## src/rtl/vga_pkg.sv

```systemverilog
// Shared types for the VGA raster timing engine: segment encoding,
// per-axis size record and default widths.
package vga_pkg;

  localparam int VGA_H_WIDTH   = 12;
  localparam int VGA_V_WIDTH   = 12;
  localparam int VGA_DIV_WIDTH = 8;
  // Storage width of one size field in the axis config record; every
  // axis width used by the engine must not exceed it.
  localparam int VGA_CFG_W     = 16;

  typedef enum logic [1:0] {
    SEG_ACT  = 2'd0,
    SEG_FP   = 2'd1,
    SEG_SYNC = 2'd2,
    SEG_BP   = 2'd3
  } vga_seg_e;

  typedef struct packed {
    logic [VGA_CFG_W-1:0] act;
    logic [VGA_CFG_W-1:0] fp;
    logic [VGA_CFG_W-1:0] sn;
    logic [VGA_CFG_W-1:0] bp;
  } vga_axis_cfg_t;

  // Length of one segment of an axis.
  function automatic logic [VGA_CFG_W-1:0] seg_len(input vga_axis_cfg_t cfg, input vga_seg_e seg);
    logic [VGA_CFG_W-1:0] len;
    case (seg)
      SEG_ACT:  len = cfg.act;
      SEG_FP:   len = cfg.fp;
      SEG_SYNC: len = cfg.sn;
      default:  len = cfg.bp;
    endcase
    return len;
  endfunction

endpackage

```

## src/rtl/vga_timing_axis.sv

```systemverilog
// One raster axis: walks ACT -> FP -> SYNC -> BP -> ACT, counting the
// position inside the current segment. Empty segments are skipped in
// the same step, so a zero-length porch costs no cycle.
module vga_timing_axis
  import vga_pkg::*;
#(
  parameter int WIDTH = 12
) (
  input  logic              pclk,
  input  logic              presetn,
  input  logic              step_i,
  input  logic              clr_i,
  input  vga_axis_cfg_t     cfg_i,
  output vga_seg_e          seg_o,
  output logic [WIDTH-1:0]  pos_o,
  output logic              wrap_o
);

  vga_seg_e             seg_reg;
  vga_seg_e             seg_next;
  vga_seg_e             seg_p1;
  vga_seg_e             seg_p2;
  vga_seg_e             seg_p3;
  logic [WIDTH-1:0]     pos_reg;
  logic [VGA_CFG_W-1:0] cur_len;
  logic                 last_pos;

  assign seg_p1 = vga_seg_e'(2'(seg_reg) + 2'd1);
  assign seg_p2 = vga_seg_e'(2'(seg_reg) + 2'd2);
  assign seg_p3 = vga_seg_e'(2'(seg_reg) + 2'd3);

  assign cur_len  = seg_len(cfg_i, seg_reg);
  // Compare one bit wider than the stored length so pos+1 cannot wrap.
  assign last_pos = ((VGA_CFG_W+1)'(pos_reg) + (VGA_CFG_W+1)'(1)) >= {1'b0, cur_len};

  // Next non-empty segment; falls back to ACT when every other segment is empty.
  always_comb begin
    seg_next = SEG_ACT;
    if (seg_len(cfg_i, seg_p1) != '0)
      seg_next = seg_p1;
    else if (seg_len(cfg_i, seg_p2) != '0)
      seg_next = seg_p2;
    else if (seg_len(cfg_i, seg_p3) != '0)
      seg_next = seg_p3;
  end

  // Segment/position state; clear wins over step.
  always_ff @(posedge pclk or negedge presetn) begin
    if (!presetn) begin
      seg_reg <= SEG_ACT;
      pos_reg <= '0;
    end else if (clr_i) begin
      seg_reg <= SEG_ACT;
      pos_reg <= '0;
    end else if (step_i) begin
      if (last_pos) begin
        seg_reg <= seg_next;
        pos_reg <= '0;
      end else begin
        pos_reg <= pos_reg + 1'b1;
      end
    end
  end

  assign seg_o  = seg_reg;
  assign pos_o  = pos_reg;
  assign wrap_o = last_pos && (seg_next == SEG_ACT);

endmodule

```

## src/rtl/vga_timing_gen.sv

```systemverilog
// VGA raster timing engine: pixel-clock divider, shadowed geometry and
// polarity, two axis walkers (H stepped per pixel, V per line) and the
// registered pin-side outputs.
module vga_timing_gen
  import vga_pkg::*;
#(
  parameter int H_WIDTH   = VGA_H_WIDTH,
  parameter int V_WIDTH   = VGA_V_WIDTH,
  parameter int DIV_WIDTH = VGA_DIV_WIDTH
) (
  input  logic                 pclk,
  input  logic                 presetn,
  input  logic                 en_i,
  input  logic [DIV_WIDTH-1:0] div_i,
  input  logic                 hpol_i,
  input  logic                 vpol_i,
  input  logic [H_WIDTH-1:0]   hvsize_i,
  input  logic [H_WIDTH-1:0]   hfpsize_i,
  input  logic [H_WIDTH-1:0]   hsnsize_i,
  input  logic [H_WIDTH-1:0]   hbpsize_i,
  input  logic [V_WIDTH-1:0]   vvsize_i,
  input  logic [V_WIDTH-1:0]   vfpsize_i,
  input  logic [V_WIDTH-1:0]   vsnsize_i,
  input  logic [V_WIDTH-1:0]   vbpsize_i,
  output logic                 pix_en_o,
  output logic                 hsync_o,
  output logic                 vsync_o,
  output logic                 de_o,
  output logic [H_WIDTH-1:0]   hcnt_o,
  output logic [V_WIDTH-1:0]   vcnt_o,
  output logic                 line_start_o,
  output logic                 frame_start_o
);

  logic                 en_d;
  logic [DIV_WIDTH-1:0] div_cnt;
  logic                 tick;
  logic                 degenerate;
  logic                 capture;

  logic [H_WIDTH-1:0]   hv_sh, hfp_sh, hsn_sh, hbp_sh;
  logic [V_WIDTH-1:0]   vv_sh, vfp_sh, vsn_sh, vbp_sh;
  logic                 hpol_sh, vpol_sh;

  vga_axis_cfg_t        h_cfg, v_cfg;
  vga_seg_e             h_seg, v_seg;
  logic [H_WIDTH-1:0]   h_pos;
  logic [V_WIDTH-1:0]   v_pos;
  logic                 h_wrap, v_wrap;
  logic                 axis_clr;
  logic                 h_act, v_act;

  // The cycle en_i rises only loads the shadow; pixels start the cycle after,
  // so the first strobe already sees the freshly captured geometry.
  // ">=" rather than "==" keeps the strobe running if div_i is lowered mid-count.
  assign tick       = en_i && en_d && (div_cnt >= div_i);
  assign degenerate = (hv_sh == '0) || (vv_sh == '0);
  // While degenerate there is no frame end, so every strobe counts as one;
  // otherwise a new geometry could never be picked up without toggling en_i.
  assign capture    = (en_i && !en_d) || (tick && (degenerate || (h_wrap && v_wrap)));
  assign axis_clr   = !en_i || degenerate;

  assign h_act = (h_seg == SEG_ACT);
  assign v_act = (v_seg == SEG_ACT);

  // Enable history used for rising-edge detection.
  always_ff @(posedge pclk or negedge presetn) begin
    if (!presetn) en_d <= 1'b0;
    else          en_d <= en_i;
  end

  // Pixel-clock divider: one strobe every div_i+1 cycles.
  always_ff @(posedge pclk or negedge presetn) begin
    if (!presetn)               div_cnt <= '0;
    else if (!en_i || !en_d)    div_cnt <= '0;
    else if (tick)              div_cnt <= '0;
    else                        div_cnt <= div_cnt + 1'b1;
  end

  // Shadow geometry/polarity, reloaded only at enable and at frame boundaries.
  always_ff @(posedge pclk or negedge presetn) begin
    if (!presetn) begin
      hv_sh <= '0; hfp_sh <= '0; hsn_sh <= '0; hbp_sh <= '0;
      vv_sh <= '0; vfp_sh <= '0; vsn_sh <= '0; vbp_sh <= '0;
      hpol_sh <= 1'b0;
      vpol_sh <= 1'b0;
    end else if (capture) begin
      hv_sh <= hvsize_i; hfp_sh <= hfpsize_i; hsn_sh <= hsnsize_i; hbp_sh <= hbpsize_i;
      vv_sh <= vvsize_i; vfp_sh <= vfpsize_i; vsn_sh <= vsnsize_i; vbp_sh <= vbpsize_i;
      hpol_sh <= hpol_i;
      vpol_sh <= vpol_i;
    end
  end

  // Widen the shadow sizes into the axis config records.
  always_comb begin
    h_cfg = '{act: VGA_CFG_W'(hv_sh), fp: VGA_CFG_W'(hfp_sh),
              sn:  VGA_CFG_W'(hsn_sh), bp: VGA_CFG_W'(hbp_sh)};
    v_cfg = '{act: VGA_CFG_W'(vv_sh), fp: VGA_CFG_W'(vfp_sh),
              sn:  VGA_CFG_W'(vsn_sh), bp: VGA_CFG_W'(vbp_sh)};
  end

  vga_timing_axis #(.WIDTH(H_WIDTH)) u_h_axis (
    .pclk    (pclk),
    .presetn (presetn),
    .step_i  (tick),
    .clr_i   (axis_clr),
    .cfg_i   (h_cfg),
    .seg_o   (h_seg),
    .pos_o   (h_pos),
    .wrap_o  (h_wrap)
  );

  vga_timing_axis #(.WIDTH(V_WIDTH)) u_v_axis (
    .pclk    (pclk),
    .presetn (presetn),
    .step_i  (tick && h_wrap),
    .clr_i   (axis_clr),
    .cfg_i   (v_cfg),
    .seg_o   (v_seg),
    .pos_o   (v_pos),
    .wrap_o  (v_wrap)
  );

  // Output flops: on each strobe they present the position the axes are
  // leaving; pulses last a single cycle, levels hold between strobes.
  always_ff @(posedge pclk or negedge presetn) begin
    if (!presetn) begin
      pix_en_o      <= 1'b0;
      hsync_o       <= 1'b1;
      vsync_o       <= 1'b1;
      de_o          <= 1'b0;
      hcnt_o        <= '0;
      vcnt_o        <= '0;
      line_start_o  <= 1'b0;
      frame_start_o <= 1'b0;
    end else if (!en_i) begin
      pix_en_o      <= 1'b0;
      hsync_o       <= ~hpol_i;
      vsync_o       <= ~vpol_i;
      de_o          <= 1'b0;
      hcnt_o        <= '0;
      vcnt_o        <= '0;
      line_start_o  <= 1'b0;
      frame_start_o <= 1'b0;
    end else if (tick) begin
      pix_en_o <= 1'b1;
      if (degenerate) begin
        hsync_o       <= ~hpol_sh;
        vsync_o       <= ~vpol_sh;
        de_o          <= 1'b0;
        hcnt_o        <= '0;
        vcnt_o        <= '0;
        line_start_o  <= 1'b0;
        frame_start_o <= 1'b0;
      end else begin
        hsync_o       <= hpol_sh ^ ~(h_seg == SEG_SYNC);
        vsync_o       <= vpol_sh ^ ~(v_seg == SEG_SYNC);
        de_o          <= h_act && v_act;
        hcnt_o        <= h_act ? h_pos : '0;
        vcnt_o        <= v_act ? v_pos : '0;
        line_start_o  <= h_act && (h_pos == '0);
        frame_start_o <= h_act && (h_pos == '0) && v_act && (v_pos == '0);
      end
    end else begin
      pix_en_o      <= 1'b0;
      line_start_o  <= 1'b0;
      frame_start_o <= 1'b0;
    end
  end

endmodule

```

## config.mk

```make
export PLATFORM = sky130hd
export DESIGN_NAME = vga_timing_gen
export DESIGN_NICKNAME = d
export VERILOG_FILES = /design/src/rtl/vga_pkg.sv /design/src/rtl/vga_timing_axis.sv /design/src/rtl/vga_timing_gen.sv
export SDC_FILE = /design/constraint.sdc
export NUM_CORES = 1
export LEC_CHECK = 0
export CORE_MARGIN = 3
export CORE_UTILIZATION = 55
export DETAILED_ROUTE_END_ITERATION = 7
export PLACE_DENSITY = 0.84
export SLEW_MARGIN = 30
export SYNTH_ARGS = -nofsm -noshare
export SYNTH_HDL_FRONTEND = slang
export SYNTH_SLANG_ARGS = --single-unit
```

## constraint.sdc

```tcl
create_clock -name pclk -period 4.8 [get_ports pclk]
set_clock_uncertainty 0.05 [all_clocks]
set_input_delay 0.72 -clock pclk [delete_from_list [all_inputs] [get_ports pclk]]
set_output_delay 0.72 -clock pclk [all_outputs]
set_load 0.005 [all_outputs]
```

### After elaboration in Yosys (flattened, before gate mapping)

Index checks and enable logic that the tools add are counted.

| storage, ports and cells | value |
|---|---|
| output and inout bits | 30 |
| input port bits | 109 |
| bits in registers | 165 |
| word-level logic and storage cells | 167 |

| cells by class | value |
|---|---|
| $add $sub $neg | 11 |
| equality and inequality tests | 17 |
| $lt $le $gt $ge | 3 |
| reductions and logical operators | 45 |
| bitwise gates (word level) | 8 |
| muxes and demuxes | 59 |

Operator list:

| cell | count |
|---|---|
| case mux 12 bit (3 select lines) | 8 |
| two-way mux 12 bit | 14 |
| two-way mux 16 bit | 6 |
| nonzero test 16 bit | 6 |
| logical NOT 12 bit | 4 |
| >= comparator 17 x 12 -> 1 bit | 2 |
| adder 12 x 1 -> 13 bit, second input constant | 2 |
| adder 12 x 1 -> 12 bit, second input constant | 2 |
| two-way mux 2 bit | 12 |
| logical NOT 2 bit | 10 |
| two-way mux 1 bit | 17 |
| == test 2 x 1 -> 1 bit, second input constant | 8 |
| == test 2 bit, second input constant | 8 |
| two-way mux 8 bit | 2 |
| logical AND 1 bit | 12 |
| adder 2 bit, second input constant | 4 |
| adder 8 x 1 -> 8 bit, second input constant | 1 |
| >= comparator 8 bit | 1 |
| nonzero test 2 bit | 4 |
| NOT 1 bit | 6 |
| logical OR 1 bit | 5 |
| adder 2 x 1 -> 2 bit, second input constant | 2 |
| AND reduction 2 bit | 2 |
| logical NOT 1 bit | 2 |
| other kinds (2) | 3 |

### Depth between registers and ports, before layout

Gate-level depths: netlist (run 1).

| depth | value |
|---|---|
| depth after elaboration | 18 |
| gate-level depth with buffers | 18 |
| mapped depth without buffers | 13 |

### Modules after synthesis

A second synthesis (run 1) with hierarchy kept.

| unflattened totals | value |
|---|---|
| cells, all modules | 910 |
| area, all modules | 9515.4 µm² |

By module, submodules not included:

| module | instances | cells each | area each (µm²) | seq. area each (µm²) |
|---|---|---|---|---|
| vga_timing_gen | 1 | 434 | 5759.3 | 3430.8 |
| vga_timing_axis (u_v_axis) | 1 | 238 | 1891.8 | 350.3 |
| vga_timing_axis (u_h_axis) | 1 | 238 | 1864.3 | 350.3 |

### Worst setup path after synthesis (run 1)

No wires, ideal clock.

| path | value |
|---|---|
| path type | reg2reg |
| start point | reg u_h_axis.seg_reg[0], in the netlist u_h_axis.seg_o[0] |
| end point | reg hfp_sh[0] |
| required time | 4.612 ns |
| path buffers | 5 |
| cell stages (with the launch flop) | 19 |
| clock period less this slack | 3.712 ns |
| arrival | 3.524 ns |
| slack | 1.088 ns |
| setup time | 0.138 ns |
| cells stage by stage | dfrtp_1 inv_1 ha_1 clkbuf_1 a222oi_1 nand2_1 o21ai_0 ha_1 a211oi_1 o31ai_1 a31oi_1 o211ai_1 clkbuf_1 o2111ai_1 o221a_1 buf_2 buf_2 clkbuf_1 o22ai_1 |

| on the way | value |
|---|---|
| word-level cells in the longest chain between the ends | 15 |
| elaborated cells on any way between the ends | 35 |
| classes of those cells | 3 x add/sub; 1 x order compare; 8 x eq/ne; 10 x mux; 13 x reduce/logical |

Ends and longest elaborated chain:

| what | RTL line | RTL |
|---|---|---|
| start, declared | vga_timing_axis.sv:19 | `vga_seg_e seg_reg;` |
| start signal, assigned | vga_timing_axis.sv:57 | `seg_reg <= seg_next;` |
| adder 2 bit | vga_timing_axis.sv:30 | `assign seg_p3 = vga_seg_e'(2'(seg_reg) + 2'd3);` |
| == test 2 bit (tied with other cells) | vga_pkg.sv:29 | `case (seg)` |
| case mux 12 bit (3 select lines) | vga_pkg.sv:29 |  |
| two-way mux 16 bit | vga_timing_axis.sv:41 | `else if (seg_len(cfg_i, seg_p2) != '0)` |
| two-way mux 16 bit | vga_timing_axis.sv:39 | `if (seg_len(cfg_i, seg_p1) != '0)` |
| nonzero test 16 bit | vga_timing_axis.sv:43 | `else if (seg_len(cfg_i, seg_p3) != '0)` |
| two-way mux 2 bit | vga_timing_axis.sv:43 |  |
| two-way mux 2 bit | vga_timing_axis.sv:41 |  |
| two-way mux 2 bit | vga_timing_axis.sv:39 |  |
| logical NOT 2 bit | vga_timing_axis.sv:67 | `assign wrap_o = last_pos && (seg_next == SEG_ACT);` |
| logical AND 1 bit * | vga_timing_axis.sv:67 |  |
| logical AND 1 bit * | vga_timing_gen.sv:60 | `assign capture = (en_i && !en_d) \|\| (tick && (degenerate \|\| (h_wrap && v_wrap)));` |
| logical OR 1 bit * | vga_timing_gen.sv:60 |  |
| logical AND 1 bit * | vga_timing_gen.sv:60 |  |
| logical OR 1 bit * | vga_timing_gen.sv:60 |  |
| end signal, assigned | vga_timing_gen.sv:88 | `hv_sh <= hvsize_i; hfp_sh <= hfpsize_i; hsn_sh <= hsnsize_i; hbp_sh <= hbpsize_i;` |
| end, declared | vga_timing_gen.sv:41 | `logic [H_WIDTH-1:0] hv_sh, hfp_sh, hsn_sh, hbp_sh;` |

Every way passes the cells marked *; elsewhere a longest branch is shown, timed or not. The select of a mux whose other input is x is not followed.
A chain may end at the register's enable or synchronous reset.

### Worst setup path after layout (run 1)

| path | value |
|---|---|
| start point | reg u_h_axis.seg_reg[1], in the netlist u_h_axis.seg_o[1] |
| end point | reg u_v_axis.pos_reg[0], in the netlist u_v_axis.pos_o[0] |

| on the way | value |
|---|---|
| word-level cells in the longest chain between the ends | 13 |
| elaborated cells on any way between the ends | 33 |
| classes of those cells | 3 x add/sub; 1 x order compare; 8 x eq/ne; 10 x mux; 11 x reduce/logical |

Ends and longest elaborated chain:

| what | RTL line | RTL |
|---|---|---|
| adder 2 bit | vga_timing_axis.sv:30 |  |
| == test 2 bit (tied with other cells) | vga_pkg.sv:29 |  |
| case mux 12 bit (3 select lines) | vga_pkg.sv:29 |  |
| two-way mux 16 bit | vga_timing_axis.sv:41 |  |
| two-way mux 16 bit | vga_timing_axis.sv:39 |  |
| nonzero test 16 bit | vga_timing_axis.sv:43 |  |
| two-way mux 2 bit | vga_timing_axis.sv:43 |  |
| two-way mux 2 bit | vga_timing_axis.sv:41 |  |
| two-way mux 2 bit | vga_timing_axis.sv:39 |  |
| logical NOT 2 bit | vga_timing_axis.sv:67 |  |
| logical AND 1 bit * | vga_timing_axis.sv:67 |  |
| logical AND 1 bit * | vga_timing_gen.sv:117 | `.step_i (tick && h_wrap),` |
| nonzero test 2 bit (no line) * | -- |  |
| end signal, assigned | vga_timing_axis.sv:60 | `pos_reg <= pos_reg + 1'b1;` |
| end, declared | vga_timing_axis.sv:24 | `logic [WIDTH-1:0] pos_reg;` |

Marks and branches as above.

==> results of run 1 <==
worst register-to-register path, cell delays in order (launching register included):
cell and delay (ns):
dfrtp_1 0.48, inv_1 0.15, ha_1 0.38, a222oi_1 0.52, nand2_1 0.09, o21ai_0 0.15
ha_1 0.32, a211oi_1 0.27, o31ai_1 0.11, a31oi_1 0.21, o211ai_1 0.14, buf_4 0.20
nand4_1 0.18, buf_4 0.19, nand3_1 0.38, mux2i_1 0.32
final timing paths:
| path | endpoint | slack, ns | cells after the start |
|---|---|---|---|
| max | u_v_axis.pos_o[0] | 0.59 | 15 |
| min | div_cnt[3] | 0.28 | 1 |
| max reg2reg | u_v_axis.pos_o[0] | 0.59 | 15 |
| min reg2reg | hcnt_o[10] | 0.42 | 2 |
| max in group asynchronous | vv_sh[1] | 3.46 | 2 |
| min in group pclk | hcnt_o[10] | 0.42 | 2 |
synth_stat cells, types with 3 or more instances:
library cell	number	share of area [%]
o211ai_1	4	0.31
nand4_1	15	0.98
o32ai_1	3	0.27
dfrtp_1	163	42
a31oi_1	21	1.4
a222oi_1	24	2.5
nor2b_1	4	0.26
o22ai_1	100	6.5
or2_2	3	0.20
xor2_1	14	1.3
and2_1	4	0.26
mux2i_1	19	2.0
and3_1	5	0.33
a22oi_1	4	0.31
nand2_1	172	6.7
nor4_1	27	1.8
o21ai_0	127	6.6
clkbuf_1	65	2.5
nor3_1	8	0.42
a21o_1	5	0.39
and4_1	4	0.36
buf_2	11	0.57
a21oi_1	14	0.73
nor4_2	6	0.78
inv_1	42	1.6
xnor2_1	14	1.3
o21ai_1	4	0.21
o31ai_1	3	0.23
a22o_1	16	1.5
nor2_1	31	1.2
buf_1	6	0.23
o2111ai_1	4	0.36
ha_1	53	6.9
a211oi_1	5	0.39
o41a_1	3	0.35
nand3_1	39	2.0
cells by family (layout without fill, tap and decap cells):
family,after synthesis,after routing,share of synthesized area (%)
AOI/OAI and AO/OA,355,355,24.2
xor gates and xnor gates,28,28,2.55
adders and majority gates,53,53,6.89
buffers and inverters,127,228,5.29
DFF,165,165,42.9
muxes,22,22,2.33
and+or+nand+nor,324,324,15.8
state kept, by name, summed over array words and instances, names as in the netlist, 2 cells and up:
name and cells:
hfp_sh 12, div_cnt 8, vcnt_o 12, vsn_sh 12, vv_sh 12, u_v_axis.seg_o 2
hv_sh 12, u_h_axis.seg_o 2, hbp_sh 12, u_h_axis.pos_o 12, vbp_sh 12, u_v_axis.pos_o 12
hcnt_o 12, hsn_sh 12, vfp_sh 12
layer usage:
| metal | track usage (%) | part of all wire (%) |
|---|---|---|
| met4 | 9.26 | 2.4 |
| met1 | 37.6 | 44 |
| met3 | 5.73 | 7.5 |
| met5 | 0 | 0 |
| met2 | 40.5 | 46 |
per-stage QoR:
stage	total power, W	std cells
detailed placement	0.00217	1363
floorplan	0.00191	1074
global route	0.00362	1395
global placement	0.00215	1363
CTS	0.00348	1395
finish	0.00348	1395
power breakdown:
part           switching [W]  internal [W]
logic               0.000347      0.000269
clock network       0.000618      0.000702
registers          0.0000771       0.00147
area by class of cell:
type                       count  area share, %
clock buffer                  18           3.75
tap                          220           2.35
clock inverter                14           1.22
inverter                      42           1.35
sequential                   165           35.3
timing repair buffer         154           13.4
multi-input combinational    782           42.7
==> impl_metrics.json, run 1 <==
{
  "slew_headroom_pct": 43.6,
  "postRouteAntennaNets": 0,
  "syn-cell-area_um2": 9620,
  "root_buffer": "clkbuf_16",
  "power_density_nw_per_um2": 297,
  "criticalPathCategory": "reg -> reg",
  "cts_tree": "done",
  "clock-sinks": 165,
  "critical_path_arrival_ns": 4.50,
  "cts_buffers": 17,
  "final_area_um2": 11700,
  "dp_slack_ns": 0.588,
  "slowest_stage": "a222oi_1",
  "drv_slew": 0,
  "grt_overflow": 0,
  "core.rowCount": 47,
  "min_period_ns": 4.21,
  "end_kind": "flop",
  "crit_path_max_fanout": 13,
  "io_buffers": 138,
  "yosysSeqAreaShare_pct": 42.9,
  "viasPerCell": 6.30,
  "wl_um": 26000,
  "r2r-start": "u_h_axis.seg_o[1]",
  "fillCellCount": 1302,
  "ys_types": 60,
  "track_usage_pct": 26.5,
  "start_kind": "flop",
  "coreArea_um2": 16900,
  "final_common_cell": "nand2_1",
  "post_cts_buffers": 0,
  "grt_setup_unrepaired": "no",
  "regArea_um2": 4130,
  "synth_cells": 1074,
  "syn_nets": 1236,
  "antenna_cells": 0,
  "start_util_pct": 57.0,
  "clockBufferDepth": 2,
  "cpPeakStageDelay_ns": 0.52,
  "dpl.hpwl_um": 18100,
  "first_global_vias": 8292,
  "multiInputGateArea_um2": 5000,
  "clkSlewWorstSetupHoldPaths_ns": 0.07,
  "crit_buf_inv": 3,
  "max_slew.worst_pin.slew_ns": 0.838,
  "async_flop_share_pct": 100,
  "area_delta_synth_final_pct": 21.7,
  "hold_slack_ns": 0.280,
  "drc": 0,
  "grt_start_max_net_pins": 100,
  "place_area_um2": 11100,
  "postLayoutCoreUtil_pct": 69.4,
  "insertion_delay_ns": 0.44,
  "vias": 8783,
  "cap_violations": 0,
  "setup.worst_path.start": "u_h_axis.seg_o[1]",
  "ys_seq_elements": 165,
  "critPathTopFamily": "compound AO/OA/AOI/OAI gates",
  "cts_max_level": 4,
  "pin_count": 139,
  "required_ns": 5.09,
  "vdd_ir_drop_max_uv": 258,
  "antenna_found_initial": 0,
  "chipHeight_um": 138,
  "drt-wirelength-per-cell_um": 18.6,
  "grt_pass1_wl_um": 42000,
  "setup_slack_ns": 0.590,
  "cts_repair_resize_count": 0,
  "fmax_mhz": 238,
  "synth.avg_cell_area_um2": 8.96,
  "dieArea_um2": 19100,
  "drt_iter0_markers": 1054,
  "cellLeakagePower_nw": 5.05,
  "hold_viol": 0,
  "dr.pass1.iters": 7,
  "finalSetupTns_ns": 0,
  "final_layout_size_suffix_gt1_share_pct": 6.21,
  "nets": 1324,
  "die_w_um": 138,
  "period_share_pct": 87.7,
  "layout_common_cells": "171 x nand2_1, 163 x dfrtp_1, 137 x clkdlybuf4s50_1",
  "setup_violations": 0,
  "yosys_warnings": 0,
  "worstPathCellList": "inv_1 -> ha_1 -> a222oi_1 -> nand2_1 -> o21ai_0 -> ha_1 -> a211oi_1 -> o31ai_1 -> a31oi_1 -> o211ai_1 -> buf_4 -> nand4_1 -> buf_4 -> nand3_1 -> mux2i_1",
  "ys.flop_type": "dfrtp_1",
  "min_path_type": "in -> async",
  "place_congestion": 0.958,
  "synth-edff-count": 0,
  "cts_hold_buf": 0,
  "status": "finished, final reports clean"
}
(Power assumes the default switching activity.)
==> run 2: changes to the inputs <==
Settings changed: ABC_AREA set to 1.
==> run 2 against run 1 <==
Clock-buffer cell count is 3 higher; sequential power increased by 8%; register-to-register slack better by 0.04 ns; maximum frequency up 0.94%; global-route usage grew 0.22 points; final area fell by 1.5%; setup slack better by 0.039 ns; clock power is 8% higher; critical endpoint is now u_v_axis.seg_o[1].
==> impl_metrics.json, run 2 <==
{
  "status": "finished, final reports clean",
  "crit_path_max_fanout": 20,
  "synth_top_area_cell": "dfrtp_1",
  "multiInputGateArea_um2": 4660,
  "slowest_stage": "dfrtp_1",
  "dr.pass1.iters": 6,
  "ys_types": 39,
  "root_buffer": "clkbuf_16",
  "fin_total_pwr_w": 0.00459,
  "viasPerCell": 5.67,
  "grt_start_max_net_pins": 104,
  "postLayoutCoreUtil_pct": 69.1,
  "setup.worst_path.start": "u_h_axis.pos_o[0]",
  "nets": 1504,
  "criticalPathCategory": "reg -> reg",
  "synth_common_cells": "374 x nand2_1, 179 x nand3_1, 163 x dfrtp_1",
  "fmax_mhz": 240,
  "drt-wirelength-per-cell_um": 15.6,
  "area_delta_synth_final_pct": 22.0,
  "synth.avg_cell_area_um2": 7.67,
  "synthTopCellsByArea": "dfrtp_1 43%, nand2_1 15%, nand3_1 9.5%",
  "hold_viol": 0,
  "final_common_cell": "nand2_1",
  "io_buffers": 138,
  "min_period_ns": 4.17,
  "start_kind": "flop",
  "pin_count": 139,
  "ys.flop_type": "dfrtp_1",
  "synth.most_common_cell": "nand2_1",
  "fillCellCount": 1355,
  "layout_common_cells": "372 x nand2_1, 179 x nand3_1, 163 x dfrtp_1",
  "end_kind": "flop",
  "yosys_warnings": 0,
  "cellLeakagePower_nw": 5.89,
  "worstPathCellList": "inv_1 -> nor3_1 -> nand3_1 -> nor3_1 -> nand3_1 -> nor3_1 -> xor2_1 -> inv_1 -> ha_1 -> nand4_1 -> nor4b_1 -> nor2_2 -> nor2_2 -> nand2_1 -> nand2_1 -> nand2_1 -> o21ai_0",
  "cts_max_level": 4,
  "chipHeight_um": 137,
  "hold_slack_ns": 0.319,
  "final_layout_size_suffix_gt1_share_pct": 3.99,
  "yosysSeqAreaShare_pct": 43.7,
  "async_flop_share_pct": 100,
  "antenna_cells": 0,
  "grt_pass1_wl_um": 40000,
  "coreArea_um2": 16700,
  "slew_headroom_pct": 39.9,
  "track_usage_pct": 26.7,
  "insertion_delay_ns": 0.44,
  "antenna_found_initial": 0,
  "drt_iter0_markers": 1020,
  "critical_path_arrival_ns": 4.46,
  "vias": 8938,
  "finalSetupTns_ns": 0,
  "first_global_vias": 8329,
  "period_share_pct": 86.9,
  "post_cts_buffers": 0,
  "place_congestion": 0.919,
  "setup_violations": 0,
  "power_density_nw_per_um2": 398,
  "syn_nets": 1394,
  "core.rowCount": 47,
  "regArea_um2": 4130,
  "grt_setup_unrepaired": "no",
  "yosysTopAreaCellShare_pct": 43.2,
  "cpPeakStageDelay_ns": 0.45,
  "r2r-start": "u_h_axis.pos_o[0]",
  "min_path_type": "in -> async",
  "postRouteAntennaNets": 0,
  "dieArea_um2": 18800,
  "synth_cells": 1232,
  "dpl.hpwl_um": 17700,
  "wl_um": 24600,
  "die_w_um": 137,
  "max_slew.worst_pin.slew_ns": 0.898,
  "grt_overflow": 0,
  "vdd_ir_drop_max_uv": 328,
  "cts_tree": "done",
  "drv_slew": 0,
  "crit_buf_inv": 2,
  "cts_hold_buf": 0,
  "clock-sinks": 165,
  "start_util_pct": 56.6,
  "ys_seq_elements": 165,
  "clockBufferDepth": 2,
  "required_ns": 5.09,
  "drc": 0,
  "critPathTopFamily": "simple AND/OR/NAND/NOR gates",
  "syn-cell-area_um2": 9450,
  "cts_buffers": 17,
  "cts_repair_resize_count": 0,
  "clkSlewWorstSetupHoldPaths_ns": 0.06,
  "synth-edff-count": 0,
  "cap_violations": 0
}
## run 2: cell count changes in the layout (fill, tap and decap cells not counted), moves of 10 or more
cell	change
nand2_1	+201
nand3_1	+140
o21ai_0	-96
o22ai_1	-66
inv_1	+65
nor2_1	+61
a222oi_1	-24
nor4_1	-24
a31oi_1	-20
mux2i_1	-19
a21oi_1	+11
nand4_1	+11
xnor2_1	-11
nor3_1	+10
## run 2: worst paths after layout
| path | slack (ns) | end | cells after the start |
|---|---|---|---|
| worst max register to register | 0.63 | u_v_axis.seg_o[1] | 17 |
| worst min register to register | 0.45 | div_cnt[0] | 1 |
| worst min-delay path | 0.32 | vcnt_o[3] | 1 |
| max in group asynchronous | 3.44 | vbp_sh[1] | 2 |
| worst max-delay path | 0.63 | u_v_axis.seg_o[1] | 17 |
| min in group pclk | 0.45 | div_cnt[0] | 1 |
## run 2: cells by family after synthesis
group           after synthesis  share of synthesized area (%)
simple gates                704                           32.1
buf+inv                     166                           7.16
flops                       165                           43.7
compound gates              122                           8.02
fa+ha+maj                    53                           7.02
xor+xnor                     22                           2.04
## run 2: through the flow
stage | setup slack (ns) | std cells | area [µm²]
floorplan | 1.43 | 1232 | 9450
global placement | 0.702 | 1543 | 10900
detailed placement | 0.571 | 1543 | 10900
CTS | 0.458 | 1575 | 11500
global route | 0.191 | 1575 | 11500
finish | 0.629 | 1575 | 11500
## run 2: power breakdown
| part | internal, W | total (W) | switching (W) |
|---|---|---|---|
| logic | 0.000585 | 0.00152 | 0.000932 |
| clock network | 0.000847 | 0.00142 | 0.000569 |
| registers | 0.00152 | 0.00166 | 0.000138 |
| total | 0.00295 | 0.00459 | 0.00164 |
## run 2: area by class of cell
type	count	area share [%]
clock buffer	21	3.99
multi-input combinational	901	40.4
clock inverter	11	1.28
timing repair buffer	146	12.5
inverter	111	3.61
tap	220	2.39
sequential	165	35.8
## run 2: layer usage
metal | share of wire, % | vias to the layer above | GRT usage [%] | wire length [µm]
met5 | 0 | - | 0 | 0
met4 | 1.5 | 0 | 8.26 | 363
li1 | - | 4295 | - | -
met2 | 46 | 411 | 40.8 | 11300
met3 | 7.9 | 37 | 4.71 | 1940
met1 | 44 | 4195 | 38.9 | 10900
